<file path="config.mk">
export PLATFORM = sky130hd
export DESIGN_NAME = alu_issue_ctrl_flat
export DESIGN_NICKNAME = d
export VERILOG_FILES = /design/src/rtl/alu_pkg.sv /design/src/rtl/alu_issue_ctrl_if.sv /design/src/rtl/alu_regfile.sv /design/src/rtl/alu_issue_ctrl.sv /design/src/flat_wrapper.sv
export SDC_FILE = /design/constraint.sdc
export NUM_CORES = 1
export LEC_CHECK = 0
export BUFFER_PORTS_ARGS = -buffer_cell sky130_fd_sc_hd__buf_2
export CAP_MARGIN = 0
export CELL_PAD_IN_SITES_DETAIL_PLACEMENT = 0
export CELL_PAD_IN_SITES_GLOBAL_PLACEMENT = 2
export CORE_MARGIN = 2
export CORE_UTILIZATION = 43
export DETAILED_ROUTE_END_ITERATION = 16
export GPL_TIMING_DRIVEN = 1
export PLACE_DENSITY_LB_ADDON = 0.15
export SLEW_MARGIN = 20
export SYNTH_ARGS = -nofsm -noshare
export SYNTH_HDL_FRONTEND = slang
export SYNTH_HIERARCHICAL = 1
export SYNTH_SLANG_ARGS = --single-unit
</file>
<file path="constraint.sdc">
create_clock -name clk -period 2.3 [get_ports clk]
set_clock_uncertainty 0.15 [all_clocks]
set_input_delay 0.345 -clock clk [delete_from_list [all_inputs] [get_ports clk]]
set_output_delay 0.345 -clock clk [all_outputs]
set_load 0.01 [all_outputs]
</file>
<file path="src/rtl/alu_pkg.sv">
// Shared types and instruction-field helpers for the ALU issue controller.
// The instruction word is laid out as {op, rd, rs1, rs2}; LDI reuses the low byte as imm8.
package alu_pkg;

    localparam int W     = 16;
    localparam int NREGS = 16;

    localparam int OP_LSB  = 12;
    localparam int RD_LSB  = 8;
    localparam int RS1_LSB = 4;
    localparam int RS2_LSB = 0;
    localparam int IMM_LSB = 0;

    typedef enum logic [3:0] {
        OP_ADD  = 4'h0,
        OP_SUB  = 4'h1,
        OP_AND  = 4'h2,
        OP_OR   = 4'h3,
        OP_XOR  = 4'h4,
        OP_NOTA = 4'h5,
        OP_NOTB = 4'h6,
        OP_SHL  = 4'h7,
        OP_SHR  = 4'h8,
        OP_LDI  = 4'hF
    } op_t;

    typedef enum logic [1:0] {
        IDLE = 2'd0,
        EXEC = 2'd1,
        WB   = 2'd2
    } state_t;

    function automatic logic [3:0] instr_op(input logic [15:0] i);
        return i[OP_LSB +: 4];
    endfunction

    function automatic logic [3:0] instr_rd(input logic [15:0] i);
        return i[RD_LSB +: 4];
    endfunction

    function automatic logic [3:0] instr_rs1(input logic [15:0] i);
        return i[RS1_LSB +: 4];
    endfunction

    function automatic logic [3:0] instr_rs2(input logic [15:0] i);
        return i[RS2_LSB +: 4];
    endfunction

    function automatic logic [7:0] instr_imm(input logic [15:0] i);
        return i[IMM_LSB +: 8];
    endfunction

endpackage

</file>
<file path="src/rtl/alu_issue_ctrl_if.sv">
// Instruction, ALU and result-stream signals of the issue controller.
// master is the controller side; slave is the instruction source / ALU / consumer side.
interface alu_issue_ctrl_if #(
    parameter int W = 16
) ();

    logic          instr_valid;
    logic          instr_ready;
    logic [15:0]   instr;
    logic [W-1:0]  alu_a;
    logic [W-1:0]  alu_b;
    logic [3:0]    alu_sel;
    logic [W-1:0]  alu_result;
    logic          alu_carry;
    logic          res_valid;
    logic          res_ready;
    logic [3:0]    res_rd;
    logic [W-1:0]  res_data;
    logic          carry_flag;

    modport master (
        input  instr_valid, instr, alu_result, alu_carry, res_ready,
        output instr_ready, alu_a, alu_b, alu_sel, res_valid, res_rd, res_data, carry_flag
    );

    modport slave (
        output instr_valid, instr, alu_result, alu_carry, res_ready,
        input  instr_ready, alu_a, alu_b, alu_sel, res_valid, res_rd, res_data, carry_flag
    );

endinterface

</file>
<file path="src/rtl/alu_regfile.sv">
// NREGS x W register file: two combinational read ports, one write port.
// The asynchronous reset clears every entry, so an aborted operation leaves no stale state.
module alu_regfile #(
    parameter int NREGS = 16,
    parameter int W     = 16,
    parameter int AW    = $clog2(NREGS)
) (
    input  logic          clk,
    input  logic          rst_n,
    input  logic          we,
    input  logic [AW-1:0] waddr,
    input  logic [W-1:0]  wdata,
    input  logic [AW-1:0] raddr_a,
    output logic [W-1:0]  rdata_a,
    input  logic [AW-1:0] raddr_b,
    output logic [W-1:0]  rdata_b
);

    logic [W-1:0] regs_r [NREGS];

    // Storage array with asynchronous clear and single write port
    always_ff @(posedge clk or negedge rst_n) begin
        if (!rst_n) begin
            for (int i = 0; i < NREGS; i++) begin
                regs_r[i] <= '0;
            end
        end else if (we) begin
            regs_r[waddr] <= wdata;
        end else begin
            regs_r[waddr] <= regs_r[waddr];
        end
    end

    assign rdata_a = regs_r[raddr_a];
    assign rdata_b = regs_r[raddr_b];

endmodule

</file>
<file path="src/rtl/alu_issue_ctrl.sv">
// Issue controller for the external 16-bit ALU: accepts one instruction, drives the ALU
// from the register file, writes the result back and reports it on the result stream.
module alu_issue_ctrl #(
    parameter int NREGS = 16,
    parameter int W     = 16
) (
    input  logic             clk,
    input  logic             rst_n,
    alu_issue_ctrl_if.master bus
);

    import alu_pkg::*;

    localparam int AW = $clog2(NREGS);

    state_t        state_r;
    logic [15:0]   instr_r;
    logic          instr_ready_r;
    logic          res_valid_r;
    logic          carry_flag_r;
    logic [W-1:0]  alu_a_r;
    logic [W-1:0]  alu_b_r;
    logic [3:0]    alu_sel_r;
    logic [W-1:0]  res_data_r;
    logic [3:0]    res_rd_r;

    logic          accept_s;
    logic          we_s;
    logic [W-1:0]  wb_data_s;
    logic [W-1:0]  rdata_a_s;
    logic [W-1:0]  rdata_b_s;

    // Operands are read straight from the offered instruction so they are registered at accept
    alu_regfile #(
        .NREGS (NREGS),
        .W     (W),
        .AW    (AW)
    ) u_regfile (
        .clk     (clk),
        .rst_n   (rst_n),
        .we      (we_s),
        .waddr   (AW'(instr_rd(instr_r))),
        .wdata   (wb_data_s),
        .raddr_a (AW'(instr_rs1(bus.instr))),
        .rdata_a (rdata_a_s),
        .raddr_b (AW'(instr_rs2(bus.instr))),
        .rdata_b (rdata_b_s)
    );

    // Handshake, write enable and writeback source selection (LDI bypasses the ALU)
    always_comb begin
        accept_s  = instr_ready_r & bus.instr_valid;
        we_s      = (state_r == EXEC);
        wb_data_s = bus.alu_result;
        if (instr_op(instr_r) == OP_LDI) begin
            wb_data_s = {{(W-8){1'b0}}, instr_imm(instr_r)};
        end else begin
            wb_data_s = bus.alu_result;
        end
    end

    // Issue FSM; every output is a register and ALU drives hold until the next EXEC
    always_ff @(posedge clk or negedge rst_n) begin
        if (!rst_n) begin
            state_r       <= IDLE;
            instr_r       <= 16'h0000;
            instr_ready_r <= 1'b0;
            res_valid_r   <= 1'b0;
            carry_flag_r  <= 1'b0;
            alu_a_r       <= '0;
            alu_b_r       <= '0;
            alu_sel_r     <= 4'h0;
            res_data_r    <= '0;
            res_rd_r      <= 4'h0;
        end else begin
            case (state_r)
                IDLE: begin
                    if (accept_s) begin
                        instr_r       <= bus.instr;
                        alu_a_r       <= rdata_a_s;
                        alu_b_r       <= rdata_b_s;
                        alu_sel_r     <= (instr_op(bus.instr) == OP_LDI) ? 4'h0
                                                                         : instr_op(bus.instr);
                        instr_ready_r <= 1'b0;
                        state_r       <= EXEC;
                    end else begin
                        instr_ready_r <= 1'b1;
                    end
                end
                EXEC: begin
                    res_data_r  <= wb_data_s;
                    res_rd_r    <= instr_rd(instr_r);
                    res_valid_r <= 1'b1;
                    if (instr_op(instr_r) == OP_ADD) begin
                        carry_flag_r <= bus.alu_carry;
                    end else begin
                        carry_flag_r <= carry_flag_r;
                    end
                    state_r <= WB;
                end
                WB: begin
                    if (bus.res_ready) begin
                        res_valid_r   <= 1'b0;
                        instr_ready_r <= 1'b1;
                        state_r       <= IDLE;
                    end else begin
                        res_valid_r   <= 1'b1;
                    end
                end
                default: begin
                    state_r       <= IDLE;
                    instr_ready_r <= 1'b0;
                    res_valid_r   <= 1'b0;
                end
            endcase
        end
    end

    assign bus.instr_ready = instr_ready_r;
    assign bus.alu_a       = alu_a_r;
    assign bus.alu_b       = alu_b_r;
    assign bus.alu_sel     = alu_sel_r;
    assign bus.res_valid   = res_valid_r;
    assign bus.res_rd      = res_rd_r;
    assign bus.res_data    = res_data_r;
    assign bus.carry_flag  = carry_flag_r;

endmodule

</file>
<file path="src/flat_wrapper.sv">
// flat-port wrapper written by rule: the top's interface ports become plain ports
module alu_issue_ctrl_flat import alu_pkg::*;
#(
    parameter int NREGS = 16,
    parameter int W     = 16
)
  (clk, rst_n, bus_instr_valid, bus_instr, bus_alu_result, bus_alu_carry, bus_res_ready, bus_instr_ready, bus_alu_a, bus_alu_b, bus_alu_sel, bus_res_valid, bus_res_rd, bus_res_data, bus_carry_flag);
  alu_issue_ctrl_if #(.W(W)) bus_i ();
  input  logic clk;
  input  logic rst_n;
  input wire logic [$bits(bus_i.instr_valid)-1:0] bus_instr_valid;
  input wire logic [$bits(bus_i.instr)-1:0] bus_instr;
  input wire logic [$bits(bus_i.alu_result)-1:0] bus_alu_result;
  input wire logic [$bits(bus_i.alu_carry)-1:0] bus_alu_carry;
  input wire logic [$bits(bus_i.res_ready)-1:0] bus_res_ready;
  output wire logic [$bits(bus_i.instr_ready)-1:0] bus_instr_ready;
  output wire logic [$bits(bus_i.alu_a)-1:0] bus_alu_a;
  output wire logic [$bits(bus_i.alu_b)-1:0] bus_alu_b;
  output wire logic [$bits(bus_i.alu_sel)-1:0] bus_alu_sel;
  output wire logic [$bits(bus_i.res_valid)-1:0] bus_res_valid;
  output wire logic [$bits(bus_i.res_rd)-1:0] bus_res_rd;
  output wire logic [$bits(bus_i.res_data)-1:0] bus_res_data;
  output wire logic [$bits(bus_i.carry_flag)-1:0] bus_carry_flag;
  assign bus_i.instr_valid = bus_instr_valid;
  assign bus_i.instr = bus_instr;
  assign bus_i.alu_result = bus_alu_result;
  assign bus_i.alu_carry = bus_alu_carry;
  assign bus_i.res_ready = bus_res_ready;
  assign bus_instr_ready = bus_i.instr_ready;
  assign bus_alu_a = bus_i.alu_a;
  assign bus_alu_b = bus_i.alu_b;
  assign bus_alu_sel = bus_i.alu_sel;
  assign bus_res_valid = bus_i.res_valid;
  assign bus_res_rd = bus_i.res_rd;
  assign bus_res_data = bus_i.res_data;
  assign bus_carry_flag = bus_i.carry_flag;
  alu_issue_ctrl #(.NREGS(NREGS), .W(W)) u_core (.clk(clk), .rst_n(rst_n), .bus(bus_i));
endmodule
</file>
[Word level (Yosys, flattened, before mapping)]
Index checks and enable logic that the tools add are counted.
Storage, ports and cells
  register bits after elaboration: 333
  bits of input ports: 37
  output and inout port bits: 59
  logic and storage cells: 72
Cells by class
  order comparisons: 4
  equal/unequal tests: 6
  muxes and demuxes: 24
  bitwise gates (word level): 5
  reductions and logical operators: 7
Operators by type and width (count)
  bitwise mux 256 bit: 2
  two-way mux 256 bit: 1
  binary-select mux 16 bit (select 4 bit): 3
  two-way mux 16 bit: 8
  demux 16 bit (select 4 bit): 1
  >= comparator 5 bit (second input constant): 3
  NOT 4 -> 5 bit: 3
  == test 4 bit (second input constant): 2
  AND reduction 2 bit: 4
  one-hot mux 1 bit (3 select lines): 2
  one-hot mux 2 bit (3 select lines): 1
  < comparator 5 x 1 -> 1 bit (second input constant): 1
  zero test 4 bit: 1
  two-way mux 2 bit: 2
  two-way mux 4 bit: 1
  two-way mux 1 bit: 3
  == test 2 x 1 -> 1 bit (second input constant): 1
  == test 2 bit (second input constant): 1
  zero test 2 bit: 1
  inequality test 2 x 1 -> 1 bit (second input constant): 1
  inequality test 2 bit (second input constant): 1
  AND 1 bit: 1
  logical AND 1 bit: 1
  NOT 1 bit: 1

[Longest topological paths before layout]
  word-level depth: 7
  gate-level depth with buffers: 8
  mapped depth without buffers: 6

[Cells and area by module]
The synthesis kept the hierarchy.
By module, submodules not included
  alu_regfile: instances 1, cells an instance 1355, area each 15926.5 sq um, sequential area each 6406.1 sq um
  alu_issue_ctrl: instances 1, cells an instance 208, area each 3161.8 sq um, sequential area each 1926.8 sq um

[Least setup slack after synthesis]
Ideal clock, no wire load.
  kind: input to register
  start: in bus_instr[5]
  end: reg u_core.alu_a_r[2], in the netlist u_core/bus.alu_a[2]
  setup time: 0.125 ns
  data arrival time: 2.027 ns
  data required time: 2.025 ns
  slack: -0.002 ns
  stages on the path: 5
  buffers on the path: 2
  cell sequence: clkbuf_1 -> buf_1 -> mux4_2 -> mux4_2 -> mux2_2
Between the ends
  cells in the longest elaborated chain, start to end: 4
RTL lines
  from (decl): RTL line flat_wrapper.sv:12  | input wire logic [$bits(bus_i.instr)-1:0] bus_instr;
  NOT 4 -> 5 bit (implied by the code): RTL line alu_regfile.sv:34  | assign rdata_a = regs_r[raddr_a];
  binary-select mux 16 bit (select 4 bit): RTL line alu_regfile.sv:34
  two-way mux 16 bit (implied by the code) (2 in series): RTL line alu_regfile.sv:34
  net u_core.rdata_a_s[2]: RTL line alu_issue_ctrl.sv:30  | logic [W-1:0] rdata_a_s;
  to (signal assigned): RTL line alu_issue_ctrl.sv:80  | alu_a_r <= rdata_a_s;
  to (decl): RTL line alu_issue_ctrl.sv:21  | logic [W-1:0] alu_a_r;
The timed path passes the listed nets, and every way through them passes these cells. The select of a mux whose other input is x is not followed.
A chain may end at the register's enable or synchronous reset.

[Worst setup path after layout]
  start: reg u_core.instr_r[8]
  end: reg u_core/u_regfile/regs_r[223] (netlist bit)
Between the ends
  cells in the longest elaborated chain, start to end: 7
  elaborated cells on any way between the ends: 12
  those cells by class: 2 x order compare; 8 x mux; 1 x bitwise; 1 x reduce/logical
RTL lines
  from (decl): RTL line alu_issue_ctrl.sv:17  | logic [15:0] instr_r;
  from (signal assigned): RTL line alu_issue_ctrl.sv:79  | instr_r <= bus.instr;
  NOT 4 -> 5 bit (implied by the code) *: RTL line alu_regfile.sv:28, alu_regfile.sv:30
  >= comparator 5 bit (implied by the code) or < comparator 5 x 1 -> 1 bit (tied branches): RTL line alu_regfile.sv:28, alu_regfile.sv:30
  logical AND 1 bit (implied by the code): RTL line alu_regfile.sv:28, alu_regfile.sv:30
  two-way mux 16 bit (implied by the code): RTL line alu_regfile.sv:28, alu_regfile.sv:30
  demux 16 bit (select 4 bit): RTL line alu_regfile.sv:28, alu_regfile.sv:30
  bitwise mux 256 bit, on equally long branches: RTL line alu_regfile.sv:30, alu_regfile.sv:28
  two-way mux 256 bit *: RTL line alu_regfile.sv:27  | end else if (we) begin
  to (signal, indexed assignment): RTL line alu_regfile.sv:28  | regs_r[waddr] <= wdata;
  to (signal, indexed assignment): RTL line alu_regfile.sv:30  | regs_r[waddr] <= regs_r[waddr];
  to (decl): RTL line alu_regfile.sv:19  | logic [W-1:0] regs_r [NREGS];
Mark *: on every way between the ends. The rest lies on a longest branch, timed or not. The select of a mux whose other input is x is not followed.

==> summary.txt <==
Setup path
  • RR Endpoint: u_core/u_regfile/regs_r[223]
  • R2R cell count: 8
  • Reg-to-reg slack, setup: 0.009 ns
  • CP endpoint kind: flop
  • Critical Path AT: 2.56 ns
  • CP Class: flop to flop
  • Launching point of the worst reg2reg path: u_core/instr_r[8]
  • Worst path cell trace: buf_6 -> clkbuf_16 -> buf_4 -> mux2_2 -> a222oi_1 -> a21o_2 -> buf_12 -> a31oi_1
  • Crit-path leading delay family: buffers and inverters
  • Crit path max fanout: 9
  • Worst path slowest cell: dfrtp_4
  • WP data required: 2.57 ns
  • Startpoint Class: flop
  • Worst path bufs/invs: 4
  • Max stage delay on crit path: around 0.56 ns

Global route
  • Grt total ovfl: 0
  • Vias in the first global route: 14.1k
  • Initial antenna violation count: 0
  • Largest net degree at the start of global routing: 67
  • GRT Total Usage: 0.276
  • First-pass GRT wire length: 94400 µm

Synth
  • Top-count cell post-synth: dfrtp_1
  • Simple-gate share of the synthesized area: 0.0863
  • Synth top area share: 0.437
  • Yosys reg bits: 333
  • Combinational family with the most area after synthesis: multiplexers
  • Number of synthesized flops with an enable pin: 0
  • Top cells by area, synth: dfrtp_1 44%, mux4_2 19%, mux2_2 6.9%, a31oi_1 4.2%, mux2i_1 3.4%
  • Seq/Total Area, Yosys: 0.437
  • Syn. warnings: 6
  • Number of distinct library cells after synthesis: 40
  • Post-synthesis compound-gate area fraction: 0.115
  • Synth async-reset ratio: 1.00
  • Syn Inst Count: 1563
  • Proportion of synthesized area in mux cells: 0.309
  • Xor/xnor share of the synthesized area: 0
  • Dominant cell type by area after synthesis: dfrtp_1
  • Post-Synth Adder-Cell Area: 0.00328
  • Syn_area_per_cell: 12.2 µm²
  • Commonest cells in the synthesized netlist: 333 x dfrtp_1, 160 x mux4_2, 158 x nand2_1
  • Ys flop type: dfrtp_1
  • Post-synth net total: 1605
  • Post-Synthesis Cell Area: roughly 0.019 mm²

Floorplanning
  • Die X: 215 µm
  • Die area: 0.0461 mm²
  • Core ar.: 0.0440 mm²
  • Num rows: between 70 and 80
  • I/O pin count: 96
  • Die Span Y: between 200 and 250 µm
  • Initial Util: 0.434

Timing
  • Setup Viol. Count Final: 0
  • Final Hold Viols: 0
  • Final worst-path cycle share: 0.996
  • Final worst setup slack: 0.00949 ns
  • Worst Max-Slew Pin Slew: between 0.5 and 0.6 ns
  • Maximum clock rate: ~440 MHz
  • Max-Slew Margin vs Limit: 0.650
  • Period minus WS final: around 2.3 ns
  • RSZ-0062 raised after global routing: yes
  • Final count of pins violating max slew: 0

Job
  • Max cap viols: 0

Layout
  • Final Core Density: 0.515
  • Area Growth Syn to Fin: 18.8%
  • Share of cells above drive strength 1: 0.381
  • Nets: 1761
  • Antenna fix cells: 0
  • Fill cell count: 3901

Routing
  • Post-DRT Antenna Nets: 0
  • Overall routed net length: 63200 µm
  • Drt pass-1 iters: 7
  • Vias/cell: 6.05
  • Number of remaining DRC errors: 0
  • WL per Instance: 27.0 µm
  • 1st-iter DRT viols: about 1.2k
  • Via count: 14.2k

Place
  • DPL Wire Length: 41300 µm
  • Worst slack, placed: -0.0957 ns
  • Port buffer count: 95
  • GP Congestion: 0.848

Worst hold path
  • Worst Hold End: u_core/bus.res_data[7]
  • Hold_sp: bus_alu_result[7]
  • Hold path cells: 3
  • Hold crit path type: primary input to flop

Pwr
  • LEAKAGE: 9.25 nW
  • VDD IR max: 0.000730 V
  • Pwr/cell area: 1550 mW/mm²

Clock tree
  • Clock transition at path regs: 0.06 ns
  • H-tree levels: 2
  • Clk root buf: clkbuf_16
  • TritonCTS Buffers: 41
  • Clk_lat worst skew: 0.58 ns
  • Max clock buf depth: 3
  • Clock sinks: 333
  • TritonCTS clock tree: built

Outcome
  • Status: finished, final reports clean
worst max path at each step:
stage	start	endpoint	slack, ns	cells after the start
6_report	u_core/instr_r[8]	u_core/u_regfile/regs_r[223]	0.009	8
5_1_grt	u_core/instr_r[8]	u_core/u_regfile/regs_r[223]	-0.04	8
4_1_cts	u_core/instr_r[8]	u_core/u_regfile/regs_r[86]	0.008	5
3_5_place_dp	bus_instr[0]	u_core/bus.alu_b[6]	-0.1	5
3_3_place_gp	bus_instr[0]	u_core/bus.alu_b[10]	-0.07	5
2_1_floorplan	bus_instr[5]	u_core/bus.alu_a[5]	0.001	5
kinds of logic after synthesis:
kind of cell | count (synthesis)
buffers and inverters | 150
adder cells (fa/ha/maj) | 5
AO/OA/AOI/OAI | 344
multiplexers | 367
AND/OR/NAND/NOR | 364
flip-flops | 333
area by class of cell:
type | count | area (µm²) | area share
multi-input combinational | 1083 | 9930 | 0.438
sequential | 333 | 8340 | 0.368
timing repair buffer | 258 | 2330 | 0.103
clock buffer | 62 | 1240 | 0.0545
tap | 592 | 741 | 0.0327
clock inverter | 9 | 101 | 0.00447
inverter | 2 | 7.51 | 0.000331
power by group:
group          switching, mW  total (mW)  leakage, nW  internal (mW)
registers               2.74        11.3         3.77           8.55
clock network           2.57        6.49        0.659           3.92
logic                   8.96        17.3         4.83           8.36
per-stage QoR:
stage	total power, mW	TNS [ns]	instances	hold WS, ns	instance area (µm²)
after floorplan	22.1	0	1563	-0.101	19100
after global placement	27.0	-1.10	2215	0.136	20700
after detailed placement	27.3	-2.36	2215	0.134	20700
after CTS	34.0	0	2313	0.000902	22300
after global routing	37.2	-0.404	2339	0.0154	22700
final	35.1	0	2339	0.0221	22700
flip-flops by register name (all words and copies together) (netlist names):
register                 flops
u_core/bus.res_data         16
u_core/bus.alu_b            16
u_core/bus.carry_flag        1
u_core/bus.alu_sel           4
u_core/u_regfile/regs_r    256
u_core/state_r               2
u_core/bus.res_valid         1
u_core/bus.res_rd            4
u_core/bus.alu_a            16
u_core/bus.instr_ready       1
u_core/instr_r              16
worst min-delay path: cells and delay by family:
| family | cells | cell delay, ns |
|---|---|---|
| multiplexers | 2 | 0.27 |
| buffers and inverters | 1 | 0.08 |
cell usage in the layout (no fill, tap or decap), types with 4 or more instances in the layout:
| cell | n |
|---|---|
| dfrtp_1 | 329 |
| mux4_2 | 160 |
| nand2_1 | 158 |
| nor2_1 | 131 |
| a31oi_1 | 128 |
| mux2_2 | 115 |
| buf_4 | 95 |
| buf_2 | 92 |
| o21ai_0 | 86 |
| mux2i_1 | 64 |
| o21ai_1 | 48 |
| clkbuf_16 | 44 |
| buf_12 | 42 |
| dlygate4sd3_1 | 23 |
| nor2b_1 | 20 |
| a21o_2 | 17 |
| mux2_4 | 16 |
| a222oi_1 | 16 |
| a21oi_1 | 16 |
| a22oi_1 | 16 |
| a211oi_2 | 16 |
| nand3_2 | 16 |
| mux2_1 | 12 |
| clkbuf_1 | 10 |
| clkbuf_8 | 9 |
| and2_2 | 8 |
| nand3_1 | 8 |
| clkinv_2 | 5 |
| buf_6 | 4 |
| ha_1 | 4 |
routing by layer:
metal  vias up  share of wire  track usage  routed length (µm)
met5         -              0            0                   0
met4         0          0.031        0.104                1970
met3       109          0.058       0.0388                3650
met1      7316           0.44        0.394               27900
met2       479           0.47        0.429               29700
li1       6246              -            -                   -
timing repair:
item / in CTS / in global routing
gates cloned: 1 / 4
hold buffers: 23 / 0
endpoints found under the setup margin: 30 / 216
endpoints found under the hold margin: 357 / 0
resized for setup: 0 / 23
buffers inserted: 3 / 22
pin swaps: 3 / 14
Power figures use the tool's default switching activity.
